File: src/rtl/matmul_chip_interface.sv
// rtl/matmul_chip_interface.sv - board top: ROM-based N x N matrix multiply with 7-segment result display
module matmul_chip_interface #(
   parameter int N = 4,
   parameter int W = 8
) (
   input  logic       CLOCK_50,
   input  logic [0:0] KEY,
   input  logic [0:0] SW,
   output logic [6:0] HEX5,
   output logic [6:0] HEX4,
   output logic [6:0] HEX3,
   output logic [6:0] HEX2,
   output logic [6:0] HEX1,
   output logic [6:0] HEX0
);

   localparam int IW = (N > 1) ? $clog2(N) : 1;
   localparam int CW = 2 * W + $clog2(N);

   typedef enum logic [1:0] {IDLE, COMPUTE, DONE} state_t;

   state_t          r_state;
   state_t          w_next_state;
   logic [IW-1:0]   r_i;
   logic [IW-1:0]   r_j;
   logic [IW-1:0]   r_k;
   logic [CW-1:0]   r_acc;
   logic [CW-1:0]   r_c [N][N];
   logic [23:0]     r_checksum;
   logic [23:0]     r_cycle_count;
   logic            done_computing;

   logic            w_resetn;
   logic            w_last_k;
   logic            w_last_j;
   logic            w_last;
   logic [W-1:0]    w_a;
   logic [W-1:0]    w_b;
   logic [CW-1:0]   w_acc_next;
   logic [23:0]     w_value;

   assign w_resetn = KEY[0];
   assign w_last_k = (r_k == IW'(N - 1));
   assign w_last_j = (r_j == IW'(N - 1));
   assign w_last   = w_last_k && w_last_j && (r_i == IW'(N - 1));

   // ROM contents are pure functions of the indices, so no storage is needed
   assign w_a        = W'(int'(r_i) * N + int'(r_k) + 1);
   assign w_b        = W'(int'(r_k) + 1);
   assign w_acc_next = r_acc + CW'(w_a) * CW'(w_b);

   // State register
   always_ff @(posedge CLOCK_50) begin
      if (!w_resetn) r_state <= IDLE;
      else           r_state <= w_next_state;
   end

   // Next-state logic: start immediately out of reset, stop after the last MAC
   always_comb begin
      w_next_state = r_state;
      case (r_state)
         IDLE:    w_next_state = COMPUTE;
         COMPUTE: if (w_last) w_next_state = DONE;
         DONE:    w_next_state = DONE;
         default: w_next_state = IDLE;
      endcase
   end

   // Datapath: one MAC per cycle, k innermost, then j, then i
   always_ff @(posedge CLOCK_50) begin
      if (!w_resetn) begin
         r_i            <= '0;
         r_j            <= '0;
         r_k            <= '0;
         r_acc          <= '0;
         r_checksum     <= '0;
         r_cycle_count  <= '0;
         done_computing <= 1'b0;
         for (int a = 0; a < N; a++)
            for (int b = 0; b < N; b++)
               r_c[a][b] <= '0;
      end else begin
         case (r_state)
            COMPUTE: begin
               r_cycle_count <= r_cycle_count + 24'd1;
               if (w_last_k) begin
                  r_c[r_i][r_j] <= w_acc_next;
                  r_checksum    <= r_checksum + 24'(w_acc_next);
                  r_acc         <= '0;
                  r_k           <= '0;
                  if (w_last_j) begin
                     r_j <= '0;
                     r_i <= r_i + IW'(1);
                  end else begin
                     r_j <= r_j + IW'(1);
                  end
               end else begin
                  r_acc <= w_acc_next;
                  r_k   <= r_k + IW'(1);
               end
            end
            DONE:    done_computing <= 1'b1;
            default: ;
         endcase
      end
   end

   function automatic logic [6:0] seg7(input logic [3:0] d);
      case (d)
         4'h0: seg7 = 7'h40;
         4'h1: seg7 = 7'h79;
         4'h2: seg7 = 7'h24;
         4'h3: seg7 = 7'h30;
         4'h4: seg7 = 7'h19;
         4'h5: seg7 = 7'h12;
         4'h6: seg7 = 7'h02;
         4'h7: seg7 = 7'h78;
         4'h8: seg7 = 7'h00;
         4'h9: seg7 = 7'h10;
         4'hA: seg7 = 7'h08;
         4'hB: seg7 = 7'h03;
         4'hC: seg7 = 7'h46;
         4'hD: seg7 = 7'h21;
         4'hE: seg7 = 7'h06;
         default: seg7 = 7'h0E;
      endcase
   endfunction

   // Display select is combinational so SW can change at any time
   assign w_value = SW[0] ? r_cycle_count : r_checksum;

   assign HEX5 = done_computing ? seg7(w_value[23:20]) : 7'h7F;
   assign HEX4 = done_computing ? seg7(w_value[19:16]) : 7'h7F;
   assign HEX3 = done_computing ? seg7(w_value[15:12]) : 7'h7F;
   assign HEX2 = done_computing ? seg7(w_value[11:8])  : 7'h7F;
   assign HEX1 = done_computing ? seg7(w_value[7:4])   : 7'h7F;
   assign HEX0 = done_computing ? seg7(w_value[3:0])   : 7'h7F;

endmodule

File: config.mk
export PLATFORM = sky130hd
export DESIGN_NAME = matmul_chip_interface
export DESIGN_NICKNAME = d
export VERILOG_FILES = /design/src/rtl/matmul_chip_interface.sv
export SDC_FILE = /design/constraint.sdc
export NUM_CORES = 1
export LEC_CHECK = 0
export CORE_MARGIN = 5
export CORE_UTILIZATION = 55
export DETAILED_ROUTE_END_ITERATION = 12
export PLACE_DENSITY_LB_ADDON = 0.1
export SLEW_MARGIN = 20
export SYNTH_ARGS = -nofsm -noshare
export SYNTH_HDL_FRONTEND = slang
export SYNTH_SLANG_ARGS = --single-unit
File: constraint.sdc
create_clock -name CLOCK_50 -period 5.6 [get_ports CLOCK_50]
set_input_delay 1.12 -clock CLOCK_50 [delete_from_list [all_inputs] [get_ports CLOCK_50]]
set_output_delay 1.12 -clock CLOCK_50 [all_outputs]
set_load 0.01 [all_outputs]
Word level (Yosys, flattened, before mapping):

Memory sizes are Yosys's and may differ from the RTL's.
Cells that the tools add are included.

* input port bits: 3
* memories: 6
* logic and storage cells: 47
* register bits: 75
* ROM bits: 672
* output and inout bits: 42

Memories
* (name not given): words 16, width 7, rd ports 1, clocked after Yosys merged registers in 0, wr ports 0, RTL line 109 `case (d)`
* (name not given): words 16, width 7, rd ports 1, clocked after Yosys merged registers in 0, wr ports 0, RTL line 109
* (name not given): words 16, width 7, rd ports 1, clocked after Yosys merged registers in 0, wr ports 0, RTL line 109
* (name not given): words 16, width 7, rd ports 1, clocked after Yosys merged registers in 0, wr ports 0, RTL line 109
* (name not given): words 16, width 7, rd ports 1, clocked after Yosys merged registers in 0, wr ports 0, RTL line 109
* (name not given): words 16, width 7, rd ports 1, clocked after Yosys merged registers in 0, wr ports 0, RTL line 109

* mux-type cells: 12
* add/subtract/negate cells: 9
* eq/ne operators: 6
* multiply operators: 1
* reduce and logical (&&, ||, !) cells: 5

Operators with widths (number)
* 7-bit 2-to-1 mux: 6
* 24-bit by 1-bit adder with 24-bit output, second input constant: 1
* 24-bit by 18-bit adder with 24-bit output: 1
* 24-bit 2-to-1 mux: 1
* 18-bit by 9-bit adder with 18-bit output: 1
* 18-bit 2-to-1 mux: 1
* 6-bit by 3-bit multiplier with 9-bit output: 1
* 2-bit == test, second input constant: 4
* 2-bit by 1-bit adder with 2-bit output, second input constant: 3
* 5-bit by 1-bit adder with 6-bit output, second input constant: 1
* 2-bit 2-to-1 mux: 3
* 2-bit case mux with 3 select lines: 1
* 4-bit by 2-bit adder with 5-bit output: 1
* 2-bit by 1-bit adder with 3-bit output, second input constant: 1
* 3-bit AND reduction: 1
* 2-bit by 1-bit == test with 1-bit output, second input constant: 1
* 1-bit logical AND: 2
* 2-bit zero test: 1
* 2-bit inequality test, second input constant: 1
* 2-bit AND reduction: 1

Logic depth before layout (Yosys ltp):

* depth after elaboration: 5
* gate-level depth with buffers: 23
* depth with buffers taken out: 21

Worst setup path before layout:

Ideal clock, no wire load.

* kind: register to register
* from: register r_k[0]
* to: register r_checksum[13]
* setup time: 0.122 ns
* data arrival time: 4.945 ns
* data required time: 5.478 ns
* cell stages (with the launch flop): 24
* path slack: 0.533 ns
* period minus slack after synthesis: 5.067 ns
* buffers on the path: 3
* cells stage by stage: dfxtp_1 > ha_1 > clkbuf_1 > clkbuf_1 > nand2_1 > nor2_1 > fa_1 > inv_1 > fa_1 > inv_1 > ha_1 > o21a_1 > o2bb2ai_1 > o21ai_2 > nand3_1 > xnor2_1 > ha_1 > clkbuf_1 > a21o_1 > a21oi_1 > a31o_2 > a21oi_1 > nor4_1 > a311o_1

* longest elaborated chain between the ends: 5
* elaborated cells on any way between the ends: 8
* those cells by class: add/sub (5); mul (1); eq/ne (1); reduce/logical (1)

Ends and longest elaborated chain
* start: declaration: RTL line 26 `logic [IW-1:0] r_k;`
* start signal: assignment: RTL line 99 `r_k <= r_k + IW'(1);`
* 4-bit by 2-bit adder with 5-bit output: RTL line 48 `assign w_a = W'(int'(r_i) * N + int'(r_k) + 1);`
* 5-bit by 1-bit adder with 6-bit output: RTL line 48
* 6-bit by 3-bit multiplier with 9-bit output: RTL line 50 `assign w_acc_next = r_acc + CW'(w_a) * CW'(w_b);`
* 18-bit by 9-bit adder with 18-bit output: RTL line 50
* 24-bit by 18-bit adder with 24-bit output: RTL line 88 `r_checksum <= r_checksum + 24'(w_acc_next);`
* end signal: assignment: RTL line 88
* end: declaration: RTL line 29 `logic [23:0] r_checksum;`

Parallel ways exist; a longest one is shown, timed or not.
A chain may end at the register's enable or synchronous reset.

Worst setup path in the final report:

* from: register r_k[0]
* to: register r_checksum[23]

Same word-level chain as after synthesis.

==> tab_implementation.tex <==
\begin{tabular}{lr}
\hline
Metric & Value \\
\hline
\multicolumn{2}{l}{\textbf{STA}} \\
Final setup margin & 0.4060 ns \\
Post-layout minimum cycle time & approximately 5.2 ns \\
Final period utilization & between 90\% and 100\% \\
Fmax & roughly 190 MHz \\
Unrepaired setup endpoints after global routing & false \\
Worst slew pin tran & $\sim$0.96 ns \\
Aggregate negative setup slack & 0 ns \\
Worst Clk Skew & between 0.004 and 0.005 ns \\
Hold Vio Cnt, Final & 0 \\
Relative max-transition margin & 35.73\% \\
Final setup violation count & 0 \\
Slew Viols, Final & 0 \\
\multicolumn{2}{l}{\textbf{Logic synthesis}} \\
Mean post-synth cell area & $\sim$7.6 um2 \\
Most instantiated flip-flop cell in the synthesis netlist & sky130\_fd\_sc\_hd\_\_dfxtp\_1 \\
Net count after synthesis & 971 \\
Synth cell types & 60 \\
Seq cells post-synth & 75 \\
Register area share after synthesis & 22.32\% \\
Number of enable-type register cells in the synthesized netlist & 0 \\
Yosys warning total & 0 \\
Synthesized instance count & just under 900 \\
Total standard cell area after synthesis & 6728 um2 \\
Async SR Flop Fraction & 0\% \\
\multicolumn{2}{l}{\textbf{Clock tree}} \\
Root Buffer Master & sky130\_fd\_sc\_hd\_\_clkbuf\_16 \\
Reg clk slew, reported paths & about 0.06 ns \\
CTS tree & yes \\
Later-pin clock latency in the skew report & around 0.33 ns \\
Number of buffers created by CTS & 9 \\
Hold bufs inserted after CTS & 0 \\
Total number of H-tree levels & 3 \\
Buffers from clock root to sink, at most & 2 \\
Clock sink count & 75 \\
\multicolumn{2}{l}{\textbf{Worst setup path}} \\
Worst Path Class, Setup & flip-flop to flip-flop \\
Nature of the critical path endpoint & flip-flop \\
Reg2Reg Setup Slack & slightly above 0.4 ns \\
Startpoint type of the worst setup path & flip-flop \\
Required @ worst endpoint & between 5 and 6 ns \\
Critical path fanouts, max & 10 \\
WP data arrival & $\sim$5.4 ns \\
\multicolumn{2}{l}{\textbf{Power and ir drop}} \\
Design Power & 0.001738 W \\
Leakage power summed over all cells & 3.087 nW \\
P per Cell Area & 229.3 nW/um2 \\
Worst IR Drop VDD & between 100 and 150 uV \\
\multicolumn{2}{l}{\textbf{Placed design}} \\
Post-DP HPWL & around 12000 um \\
Post-place setup slack & around 0.24 ns \\
Number of buffer cells added on primary ports & 44 \\
Placer congestion estimate & between 0.9 and 1 \\
Placed Cells & approximately 1000 \\
Area post-placement & around 7200 um2 \\
\multicolumn{2}{l}{\textbf{Final layout}} \\
Fillers & 1062 \\
Antenna cells & 0 \\
Net count of the finished layout & between 900 and 1000 \\
Final cell count without fillers & between 1000 and 1500 \\
Proportion of layout cells with a drive suffix above 1 & 6.018\% \\
Area added between synthesis and finish & 12.68\% \\
Non-Filler Cell Area, Final & approximately 7600 um2 \\
\multicolumn{2}{l}{\textbf{Floorplan}} \\
Placement row count & 40 \\
Total die area & 14540 um2 \\
Core area & roughly 12000 um2 \\
Die width & $\sim$120 um \\
I/O pins & between 40 and 50 \\
Starting Density & between 50\% and 60\% \\
Die span in y & $\sim$120 um \\
\multicolumn{2}{l}{\textbf{Global routing}} \\
Via count of the first global-routing pass & approximately 5700 \\
Overall Global Routing Usage & between 20\% and 30\% \\
Sum of overflow across all layers after global routing & 0 \\
Global-route wire length before repair & 26050 um \\
Antenna violations before repair & 0 \\
Maximum number of pins on one net before global-route repair & between 40 and 50 \\
\multicolumn{2}{l}{\textbf{Drt}} \\
Via total after detailed routing & between 6000 and 7000 \\
Detail-routed via count per cell & 6.044 \\
Number of antenna-violating nets in the routed design & 0 \\
DRC violations left & 0 \\
WL/cell & between 10 and 15 um \\
Detailed-router iteration count before antenna repair & 5 \\
Total Wirelength & $\sim$16000 um \\
Detailed router's first-iteration violation count & 470 \\
\multicolumn{2}{l}{\textbf{Run status}} \\
Run status & finished, final reports clean \\
\multicolumn{2}{l}{\textbf{Min path}} \\
Class of the worst hold path & flip-flop to flip-flop \\
\multicolumn{2}{l}{\textbf{Flow run}} \\
Reported max-cap violation count & 0 \\
\hline
\end{tabular}
[cell usage after synthesis (all sizes together) (4+ instances only)]
| library cell | instances | area share, % |
|---|---|---|
| nor3 | 16 | 1.2 |
| a211oi | 11 | 1.2 |
| a22oi | 8 | 0.89 |
| o211ai | 21 | 2.3 |
| inv | 41 | 2.3 |
| nor4 | 8 | 0.74 |
| a21oi | 65 | 4.8 |
| nor2 | 92 | 5.1 |
| nand4 | 11 | 1.2 |
| a31oi | 19 | 1.8 |
| o21ai | 42 | 3.2 |
| dfxtp | 75 | 22 |
| xnor2 | 29 | 3.8 |
| o311ai | 15 | 2.0 |
| ha | 74 | 14 |
| mux2i | 28 | 4.2 |
| or3 | 13 | 1.2 |
| mux2 | 16 | 2.7 |
| nor2b | 4 | 0.37 |
| xor2 | 17 | 2.2 |
| and2 | 4 | 0.37 |
| and4 | 4 | 0.56 |
| nand3 | 43 | 3.2 |
| and3 | 11 | 1.0 |
| a21o | 9 | 1.0 |
| buf | 11 | 0.80 |
| fa | 7 | 2.1 |
| nand2 | 121 | 6.8 |
| o21a | 5 | 0.56 |
| clkbuf | 32 | 1.8 |
[critical path, cell delays in order, from the launching register on]
cell and delay, ns:
sky130_fd_sc_hd__dfxtp_1 0.45, sky130_fd_sc_hd__inv_1 0.13, sky130_fd_sc_hd__ha_1 0.38, sky130_fd_sc_hd__nor2_1 0.10, sky130_fd_sc_hd__fa_1 0.52, sky130_fd_sc_hd__inv_1 0.05
sky130_fd_sc_hd__fa_1 0.49, sky130_fd_sc_hd__inv_1 0.04, sky130_fd_sc_hd__ha_1 0.34, sky130_fd_sc_hd__o21a_1 0.19, sky130_fd_sc_hd__o2bb2ai_2 0.11, sky130_fd_sc_hd__o21ai_4 0.30
sky130_fd_sc_hd__nand3_1 0.18, sky130_fd_sc_hd__xnor2_1 0.16, sky130_fd_sc_hd__ha_1 0.37, sky130_fd_sc_hd__a21o_1 0.21, sky130_fd_sc_hd__a21oi_1 0.26, sky130_fd_sc_hd__o21ai_2 0.18
sky130_fd_sc_hd__nor3b_1 0.18, sky130_fd_sc_hd__a311oi_1 0.25, sky130_fd_sc_hd__o311ai_0 0.17
[cells in the final DEF, fill, tap and decap left out, types with 21 or more instances in the layout]
master	instances
sky130_fd_sc_hd__xnor2_1	29
sky130_fd_sc_hd__inv_1	40
sky130_fd_sc_hd__a21oi_1	65
sky130_fd_sc_hd__clkdlybuf4s50_1	43
sky130_fd_sc_hd__o211ai_1	21
sky130_fd_sc_hd__nand3_1	43
sky130_fd_sc_hd__nor2_1	92
sky130_fd_sc_hd__nand2_1	121
sky130_fd_sc_hd__mux2i_1	28
sky130_fd_sc_hd__dfxtp_1	75
sky130_fd_sc_hd__ha_1	74
sky130_fd_sc_hd__o21ai_0	39
[flip-flops by register name, indices dropped and copies added (netlist names)]
register / count
r_k: 2
r_state: 2
done_computing: 1
r_i: 2
r_checksum: 24
r_cycle_count: 24
r_acc: 18
r_j: 2
[kinds of logic after synthesis]
logic type,synth area share [%]
flops,22.32
simple gates,22.99
xor+xnor,5.988
compound gates,21.09
buf+inv,4.928
mux,6.844
fa+ha+maj,15.85
[area by class of cell]
type                       instances  area, um2  area share, %
clock inverter                     5      52.55         0.6932
tap                              147      183.9          2.426
sequential                        75       1501          19.81
clock buffer                      11      242.7          3.202
timing repair buffer              54      510.5          6.734
inverter                          42      157.7          2.080
multi-input combinational        727       4932          65.06
[per-stage QoR]
stage / utilization, % / hold slack, ns
floorplan: - / 0.4400
global placement: 60.34 / 0.4471
detailed placement: 60.34 / 0.4581
CTS: 62.80 / 0.4651
global route: 63.11 / 0.4903
finish: 63.11 / 0.4617
[layer usage]
metal	track usage, %	wire length (um)	vias up
met3	3.789	918	18
met1	29.23	7606	2975
met5	0	0	-
li1	-	-	3230
met2	34.19	7207	190
met4	5.382	167	0
[final timing paths]
path          start             end  cells after the start
max          r_k[0]  r_checksum[23]                     20
min reg2reg  r_j[1]          r_j[1]                      2
max reg2reg  r_k[0]  r_checksum[23]                     20
min          r_j[1]          r_j[1]                      2
[report_power, final]
part / leakage (nW) / internal, W / total, W / switching [W]
Clock: 0.145 / 0.000355 / 0.000572 / 0.000217
Sequential: 0.605 / 0.000562 / 0.000588 / 0.0000264
Combinational: 2.34 / 0.000261 / 0.000578 / 0.000317
[repair_timing]
item                                    CTS  global route
gates resized for setup                   0             6
buffers inserted                          0             0
endpoints found under the setup margin    0             8
(Power assumes the default switching activity.)
